--- config.mk ---
export PLATFORM = sky130hd
export DESIGN_NAME = top_top
export DESIGN_NICKNAME = d
export VERILOG_FILES = /design/src/rtl/top_top.sv
export SDC_FILE = /design/constraint.sdc
export NUM_CORES = 1
export LEC_CHECK = 0
export CORE_MARGIN = 2
export CORE_UTILIZATION = 48
export CTS_CLUSTER_SIZE = 16
export DETAILED_ROUTE_END_ITERATION = 8
export PLACE_DENSITY = 0.66
export SYNTH_ARGS = -nofsm -noshare
export SYNTH_HDL_FRONTEND = slang
export SYNTH_SLANG_ARGS = --single-unit
export TNS_END_PERCENT = 1
--- constraint.sdc ---
create_clock -name clk -period 5.8 [get_ports clk]
set_input_delay 1.74 -clock clk [delete_from_list [all_inputs] [get_ports clk]]
set_output_delay 1.74 -clock clk [all_outputs]
set_load 0.05 [all_outputs]
--- src/rtl/top_top.sv ---
// Three-stage pipelined bfloat16 log2 unit with IEEE special-case handling.
// Optional subnormal operand support is enabled by defining FLOG_SUBNORM_EN.
`timescale 1ns/1ps

package flog_pkg;
    parameter int EXP_WIDTH   = 8;
    parameter int FRACT_WIDTH = 7;
    parameter int S_WIDTH     = 1;
endpackage

module top_top
    import flog_pkg::*;
(
    input  logic                   clk,
    input  logic                   rst,
    input  logic [S_WIDTH-1:0]     sign,
    input  logic [EXP_WIDTH-1:0]   exponent,
    input  logic [FRACT_WIDTH-1:0] fractional,
    input  logic                   valid_i,
    output logic [S_WIDTH-1:0]     s_res_o,
    output logic [EXP_WIDTH-1:0]   e_res_o,
    output logic [FRACT_WIDTH-1:0] f_res_o,
    output logic                   valid_o
);

    localparam int STAGES = 3;
    localparam int RES_W  = S_WIDTH + EXP_WIDTH + FRACT_WIDTH;
    localparam int LUT_W  = 16;
    localparam int FIX_W  = 25;
    localparam int LUT_N  = 1 << FRACT_WIDTH;

    localparam logic [RES_W-1:0] QNAN = 16'h7FC0;
    localparam logic [RES_W-1:0] NINF = 16'hFF80;
    localparam logic [RES_W-1:0] PINF = 16'h7F80;

    typedef struct packed {
        logic                   spec;
        logic [RES_W-1:0]       spec_res;
        logic [8:0]             k;
        logic [FRACT_WIDTH-1:0] fn;
    } s1_t;

    typedef struct packed {
        logic             spec;
        logic [RES_W-1:0] spec_res;
        logic             neg;
        logic [FIX_W-1:0] mag;
    } s2_t;

    // Elaboration-time log2(1+i/128)*2^16 by repeated squaring; 32 result
    // bits are kept so the final round-to-nearest at 16 bits is exact.
    function automatic logic [LUT_W-1:0] lut_entry(input int idx);
        logic [127:0] x;
        logic [31:0]  r;
        x = 128'(128 + idx) << 41;
        r = '0;
        for (int b = 0; b < 32; b++) begin
            x = (x * x) >> 48;
            r = {r[30:0], 1'b0};
            if (x >= (128'd2 << 48)) begin
                r[0] = 1'b1;
                x    = x >> 1;
            end
        end
        return 16'((r + 32'h8000) >> 16);
    endfunction

    logic [LUT_W-1:0] lut [LUT_N];
    for (genvar g = 0; g < LUT_N; g++) begin : g_lut
        localparam logic [LUT_W-1:0] ENTRY = lut_entry(g);
        assign lut[g] = ENTRY;
    end

    logic [STAGES:0] vld_pipe;
    assign vld_pipe[0] = valid_i;

    always_ff @(posedge clk or posedge rst) begin
        if (rst) vld_pipe[STAGES:1] <= '0;
        else     vld_pipe[STAGES:1] <= vld_pipe[STAGES-1:0];
    end

    // S1: classify operand, derive integer part k and the LUT index
    s1_t s1_d, s1_q;
    logic is_nan, is_zero, is_inf, is_sub;
`ifdef FLOG_SUBNORM_EN
    logic [2:0] lz;
`endif

    always_comb begin
        is_nan  = (exponent == '1) && (fractional != '0);
        is_inf  = (exponent == '1) && (fractional == '0);
        is_zero = (exponent == '0) && (fractional == '0);
        is_sub  = (exponent == '0) && (fractional != '0);
        s1_d          = '0;
        s1_d.k        = {1'b0, exponent} - 9'd127;
        s1_d.fn       = fractional;
`ifdef FLOG_SUBNORM_EN
        lz = 3'd0;
        for (int i = 0; i < FRACT_WIDTH; i++)
            if (fractional[i]) lz = 3'(FRACT_WIDTH - 1 - i);
`endif
        if (is_nan) begin
            s1_d.spec = 1'b1; s1_d.spec_res = QNAN;
        end else if ((sign != '0) && !is_zero) begin
            s1_d.spec = 1'b1; s1_d.spec_res = QNAN;
        end else if (is_zero) begin
            s1_d.spec = 1'b1; s1_d.spec_res = NINF;
        end else if (is_inf) begin
            s1_d.spec = 1'b1; s1_d.spec_res = PINF;
        end else if (is_sub) begin
`ifdef FLOG_SUBNORM_EN
            // shift out the leading one; k = -127 - lz
            s1_d.fn = fractional << (lz + 3'd1);
            s1_d.k  = 9'h181 - {6'd0, lz};
`else
            s1_d.spec = 1'b1; s1_d.spec_res = NINF;
`endif
        end
    end

    always_ff @(posedge clk or posedge rst) begin
        if (rst)          s1_q <= '0;
        else if (valid_i) s1_q <= s1_d;
    end

    // S2: V = k*2^16 + LUT[f] in 9.16 fixed point, split into sign/magnitude
    s2_t              s2_d, s2_q;
    logic [FIX_W-1:0] v;

    always_comb begin
        v           = {s1_q.k, 16'd0} + {9'd0, lut[s1_q.fn]};
        s2_d.spec     = s1_q.spec;
        s2_d.spec_res = s1_q.spec_res;
        s2_d.neg      = v[FIX_W-1];
        s2_d.mag      = v[FIX_W-1] ? (FIX_W'(0) - v) : v;
    end

    always_ff @(posedge clk or posedge rst) begin
        if (rst)              s2_q <= '0;
        else if (vld_pipe[1]) s2_q <= s2_d;
    end

    // S3: normalise, round to nearest even, select special result
    logic [4:0]       p;
    logic [FIX_W-1:0] mn;
    logic             guard, sticky, rup;
    logic [7:0]       rnd;
    logic [7:0]       e_norm;
    logic [RES_W-1:0] res_d, res_q;

    always_comb begin
        p = 5'd0;
        for (int i = 0; i < FIX_W; i++)
            if (s2_q.mag[i]) p = 5'(i);
        // leading one shifted out: fraction sits at the top of mn
        mn     = s2_q.mag << (5'd25 - p);
        guard  = mn[17];
        sticky = |mn[16:0];
        rup    = guard & (sticky | mn[18]);
        rnd    = {1'b0, mn[24:18]} + {7'd0, rup};
        e_norm = 8'd111 + {3'd0, p} + {7'd0, rnd[7]};
        if (s2_q.spec)           res_d = s2_q.spec_res;
        else if (s2_q.mag == '0) res_d = '0;
        else                     res_d = {s2_q.neg, e_norm, rnd[6:0]};
    end

    always_ff @(posedge clk or posedge rst) begin
        if (rst)              res_q <= '0;
        else if (vld_pipe[2]) res_q <= res_d;
    end

    assign s_res_o = res_q[RES_W-1 -: S_WIDTH];
    assign e_res_o = res_q[FRACT_WIDTH +: EXP_WIDTH];
    assign f_res_o = res_q[FRACT_WIDTH-1:0];
    assign valid_o = vld_pipe[STAGES];

endmodule

==> reports/qor.yml, run 1 <==
clk_latency_ns: 0.34
ys_ff_latch: 67
ios: 36
gp_congestion: 0.974
wl_per_cell_um: 20.0
rsz0062_at_grt: "false"
maxCapViolCount: 0
drtIter0Drc: 1109
cp_max_fo: 15
cts_made_buffers: 9
grt_start_max_net_pins: 72
slew_violations: 0
rows: 47
core_um2: 16700
remaining_drc_errors: 0
finalHoldViolCount: 0
post-route-period-util: 0.842
p_int_uw: 1560
hold_path_class: "flop to flop"
synth-edff-count: 0
cts.path.max_buffers: 2
start_util: 0.493
netSwitchingFraction: 0.460
seq_power_share: 0.253
finish.net_count: 1080
synth_flop_cell: "dfrtp_1"
yosysUniqueCellTypes: 87
drive_gt1_frac: 0.131
fin_tns_setup_ns: 0
post-route-util: 0.536
area_delta_synth_final_pct: 8.66
start_kind: "flop"
max_slew_margin: 0.422
crit_chain: "clkinv_1 > ha_1 > inv_1 > ha_1 > or2_2 > mux4_2 > a211o_1 > o21ai_0 > ha_1 > nand3_1 > or3_4 > o31ai_2 > xor2_1 > a21oi_1"
fin_area_um2: 8950
dp_hpwl_mm: 17.8
cp-end-kind: "flop"
htree_levels: 3
antenna_cells: 0
portBuffers: 35
grt.total_usage: 0.276
syn_area_um2: 8230
status: "complete, no violations"
clkTransAtPathRegs_ns: 0.06
post_cts_buffers: 0
syn_nets: 1104
crit_arrival_ns: 5.09
dr.pass1.iters: 6
critical_path.most_common_cell: "ha_1"
hold_buffers: 0
die_w_um: 135
p_leak_uw: 0.00349
syn_inst: 1047
p_clk_frac: 0.207
max_freq_mhz: 205
syn_area_per_cell_um2: 7.86
grt_first_pass_wirelength_mm: 40.6
drtAntennaViolNets: 0
critPathRequiredTime_ns: 6.00
power.switching_uw: 1330
cts_tree: "built"
path_class: "flop to flop"
report.final.setup_viol: 0
clock_skew_ns: 0.00408
peakVddDrop_mv: 0.249
synthArstFlopShare: 1.00
antenna_found_initial: 0
seq_area_frac_synth: 0.204
num_vias: 8179
p_per_area_nw_per_um2: 323
clock-root-buffer: "clkbuf_16"
finalCriticalPeriod_ns: 4.88
p_comb_frac: 0.540
worst_pin_slew_ns: 0.864
first_global_vias: 7463
die_h_um: 135
cp_slowest_cell: "ha_1"
fillCellCount: 1605
clock-sinks: 67
drt-total-wl_mm: 24.9
dpl_cell_area_um2: 8620
ys_warn_count: 0
cts_resized: 0
vias_per_cell: 6.55
grt.overflow.total: 0
slowest_delay_ns: 0.67
die_area_um2: 18200
==> stage by stage <==
step	total power, µW	std cells	hold slack (ns)	setup WS [ns]
2_1_floorplan	1860	1047	0.370	1.25
3_3_place_gp	2260	1232	0.472	1.01
3_5_place_dp	2250	1232	0.482	1.04
4_1_cts	2860	1248	0.497	1.01
5_1_grt	3060	1248	0.508	0.617
6_report	2890	1248	0.491	0.919
==> registers in the layout, indices dropped and copies added (netlist names) <==
register and count:
res_q 16, s1_q 19, vld_pipe 2, s2_q 29, valid_o 1
==> cells in the final DEF, fill, tap and decap left out, types with 10 or more instances in the layout <==
| master | instances |
|---|---|
| nand3_1 | 26 |
| inv_1 | 37 |
| mux2_2 | 24 |
| buf_4 | 26 |
| o21ai_0 | 80 |
| nor2_1 | 99 |
| nand2_1 | 77 |
| mux2i_1 | 25 |
| nand2b_1 | 24 |
| nor3_1 | 31 |
| dfrtp_1 | 64 |
| nor2b_1 | 17 |
| a221oi_1 | 10 |
| a21oi_1 | 90 |
| or2_2 | 11 |
| xor2_1 | 21 |
| a211oi_1 | 19 |
| clkdlybuf4s50_1 | 35 |
| mux4_2 | 21 |
| o211ai_1 | 14 |
| a311oi_1 | 12 |
| o31ai_1 | 12 |
| xnor2_1 | 17 |
| ha_1 | 35 |
==> worst max-delay path, delay by kind of cell (launching register included) <==
kind / cells / cell delay, ns
xor gates and xnor gates: 1 / 0.25
AOI/OAI and AO/OA: 4 / 0.85
muxes: 1 / 0.46
and+or+nand+nor: 3 / 0.97
adders and majority gates: 3 / 1.26
DFF: 1 / 0.37
buffers and inverters: 2 / 0.57
==> cell type report <==
| type | instances | area, µm² | area share |
|---|---|---|---|
| Tap cell | 220 | 275 | 0.0308 |
| Inverter | 43 | 161 | 0.0180 |
| Sequential cell | 67 | 1680 | 0.188 |
| Clock buffer | 9 | 225 | 0.0252 |
| Timing Repair Buffer | 61 | 546 | 0.0610 |
| Clock inverter | 7 | 100 | 0.0112 |
| Multi-Input combinational cell | 841 | 5960 | 0.666 |
==> path summary, 6_finish.rpt <==
kind / slack, ns / from / to / cells past startpoint
hold reg to reg: 0.49 / res_q[1] / res_q[1] / 1
hold / removal: 0.49 / res_q[1] / res_q[1] / 1
min in group asynchronous: 1.67 / rst / s1_q[12] / 2
setup reg to reg: 0.92 / s1_q[0] / s2_q[22] / 14
setup / recovery: 0.92 / s1_q[0] / s2_q[22] / 14
max in group asynchronous: 3.17 / rst / res_q[0] / 3
==> kinds of logic after synthesis <==
| logic type | after synthesis | synth area share |
|---|---|---|
| adder cells (fa/ha/maj) | 38 | 0.0605 |
| XOR/XNOR | 39 | 0.0424 |
| flip-flops | 67 | 0.204 |
| buffers and inverters | 139 | 0.0726 |
| AO/OA/AOI/OAI | 358 | 0.299 |
| multiplexers | 70 | 0.121 |
| AND/OR/NAND/NOR | 336 | 0.201 |
==> per-layer routing <==
metal  GRT usage  routed length, µm  part of all wire
met4       0.106                863             0.035
met5           0                  0                 0
met1       0.398              10900              0.44
met3      0.0499               2080             0.084
met2       0.411              11100              0.44
==> Yosys cell counts (all sizes together) (6+ instances only) <==
master,instances,share of area
a2111oi,6,0.0064
a211o,6,0.0064
a211oi,19,0.017
a21oi,91,0.056
a221oi,12,0.014
a22oi,9,0.0082
a311oi,12,0.013
a31oi,9,0.0076
and2,6,0.0046
and3,6,0.0046
buf,48,0.031
clkbuf,48,0.022
dfrtp,67,0.20
ha,35,0.053
inv,41,0.019
mux2,24,0.033
mux2i,25,0.030
mux4,21,0.057
nand2,77,0.035
nand2b,24,0.018
nand3,26,0.016
nor2,100,0.046
nor2b,17,0.013
nor3,32,0.020
nor4,12,0.012
o211a,7,0.0085
o211ai,14,0.013
o21ai,84,0.053
o22ai,8,0.0076
o2bb2ai,8,0.0085
o311a,6,0.0073
o31ai,15,0.016
or2,11,0.0084
or3,7,0.0059
xnor2,18,0.020
xor2,21,0.022
==> power by group through the flow <==
| stage | Clock (µW) | Combinational [µW] | Sequential (µW) |
|---|---|---|---|
| floorplan | 0 | 1130 | 723 |
| global placement | 0 | 1530 | 728 |
| detailed placement | 0 | 1520 | 732 |
| CTS | 610 | 1530 | 724 |
| global route | 627 | 1680 | 748 |
| finish | 599 | 1560 | 730 |
Power figures use the tool's default switching activity.
==> inputs of run 2 (changes only) <==
- clock period: 5.8 -> 4.5 ns (I/O delays scaled with it)
==> run 2 against run 1 <==
Compared with the run above:
- power up 35%
- worst hold slack is essentially flat
- clock skew increased by 0.0033 ns
- highest routed layer unchanged
- utilization rose by 3.2 points
- register-to-register slack lost 0.61 ns
==> reports/qor.yml, run 2 (synthesis results as in run 1) <==
area_delta_synth_final_pct: 15.1
path_class: "flop to flop"
hold_buffers: 0
critPathTopFamily: "simple AND/OR/NAND/NOR gates"
setup_slack_ns: 0.306
vias_per_cell: 6.53
htree_levels: 3
max_slew_margin: 0.451
fin_tns_setup_ns: 0
top_regs: "s2_q: 29 flops, s1_q: 19 flops, res_q: 16 flops"
slowest_delay_ns: 0.52
hold_path_class: "flop to flop"
cts_tree: "built"
remaining_drc_errors: 0
worst_pin_slew_ns: 0.823
cp_max_fo: 16
cp-end-kind: "flop"
antenna_cells: 0
wl_per_cell_um: 20.0
critPathBufInv: 2
cts_made_buffers: 9
crit_chain: "inv_1 > buf_4 > ha_1 > or3b_2 > o211ai_1 > a21oi_1 > a31o_2 > o32ai_2 > nand4b_1 > or2_2 > or3_4 > o31ai_2 > xor2_1 > a21oi_1"
max_freq_mhz: 238
clock-root-buffer: "clkbuf_16"
p_per_area_nw_per_um2: 411
gp_congestion: 1.02
antenna_found_initial: 0
die_area_um2: 18200
grt_first_pass_wirelength_mm: 41.9
finish.net_count: 1136
status: "complete, no violations"
largest_reg_flops: 29
holdWs_ns: 0.491
clkTransAtPathRegs_ns: 0.06
final_common_cell: "nor2_1"
num_vias: 8519
finalCriticalPeriod_ns: 4.19
finalHoldViolCount: 0
core_um2: 16700
rows: 47
start_util: 0.493
clk_latency_ns: 0.34
drive_gt1_frac: 0.188
slew_violations: 0
drtIter0Drc: 941
drt-total-wl_mm: 26.1
first_global_vias: 7777
grt.total_usage: 0.288
maxCapViolCount: 0
die_w_um: 135
p_leak_uw: 0.00377
report.final.setup_viol: 0
dp_slack_ns: 0.104
rsz0062_at_grt: "false"
critPathRequiredTime_ns: 4.70
top_register: "s2_q"
drtAntennaViolNets: 0
ios: 36
final_cell_mix: "nor2_1, a21oi_1, o21ai_0"
dr.pass1.iters: 6
clock_skew_ns: 0.00738
post-route-period-util: 0.932
grt.overflow.total: 0
crit_arrival_ns: 4.40
post-route-util: 0.568
portBuffers: 35
die_h_um: 135
cp_slowest_cell: "or3b_2"
dp_hpwl_mm: 19.3
start_kind: "flop"
dpl_cell_area_um2: 9090
grt_start_max_net_pins: 51
peakVddDrop_mv: 0.258
cts.path.max_buffers: 2
clock-sinks: 67
fin_area_um2: 9480
critical_path.most_common_cell: "a21oi_1"
==> run 2: changes by cell type in the layout (fill, tap and decap cells not counted), moves of 2 or more <==
cell | previous run | this run
a211oi_1 | 19 | 17
nor4_1 | 9 | 7
clkinv_4 | 3 | 0
o21ai_2 | 1 | 3
buf_12 | 0 | 4
buf_4 | 26 | 77
inv_6 | 1 | 3
clkinvlp_4 | 0 | 2
nor4_2 | 2 | 4
a211oi_2 | 0 | 2
==> run 2: what timing repair did <==
item | in CTS | in global routing
endpoints found under the setup margin | 0 | 8
buffers inserted | 0 | 1
resized for setup | 0 | 16
hold endpoints to repair | 0 | 0
==> run 2: final cells by class <==
type / instances / area, µm²
fill: 1573 / 7220
timing repair buffer: 116 / 1010
tap: 220 / 275
clock buffer: 9 / 225
inverter: 43 / 161
clock inverter: 7 / 82.6
multi-input combinational: 842 / 6050
sequential: 67 / 1680
==> run 2: final timing paths <==
path | startpoint | to | slack, ns | cells past startpoint
max in group asynchronous | rst | s2_q[4] | 2.39 | 3
max reg2reg | s1_q[2] | s2_q[22] | 0.31 | 14
min | res_q[2] | res_q[2] | 0.49 | 1
min in group asynchronous | rst | s1_q[8] | 1.46 | 2
min reg2reg | res_q[2] | res_q[2] | 0.49 | 1
max | s1_q[2] | s2_q[22] | 0.31 | 14
==> run 2: through the flow <==
step | cells | total power, µW
2_1_floorplan | 1047 | 2390
3_3_place_gp | 1286 | 3070
3_5_place_dp | 1286 | 3060
4_1_cts | 1302 | 3810
5_1_grt | 1304 | 4120
6_report | 1304 | 3900
==> run 2: power breakdown <==
part	switching (µW)	total [µW]	internal, µW	leakage, µW
Combinational	1340	2290	948	0.00286
Clock	295	733	438	0.000145
Sequential	159	878	719	0.000772
Total	1790	3900	2110	0.00377
==> run 2: layer usage <==
layer  GRT usage  vias up  wire, µm
li1            -     3954         -
met1       0.401     3984     11300
met2       0.441      475     11700
met3      0.0511      106      1970
met4       0.122        0      1180
met5           0        -         0
==> inputs of run 3 (changes only) <==
- SKIP_CTS_REPAIR_TIMING: default -> 1
==> results of run 3 <==
Same layout as run 2: the final DEF is identical, and so are final timing and power.
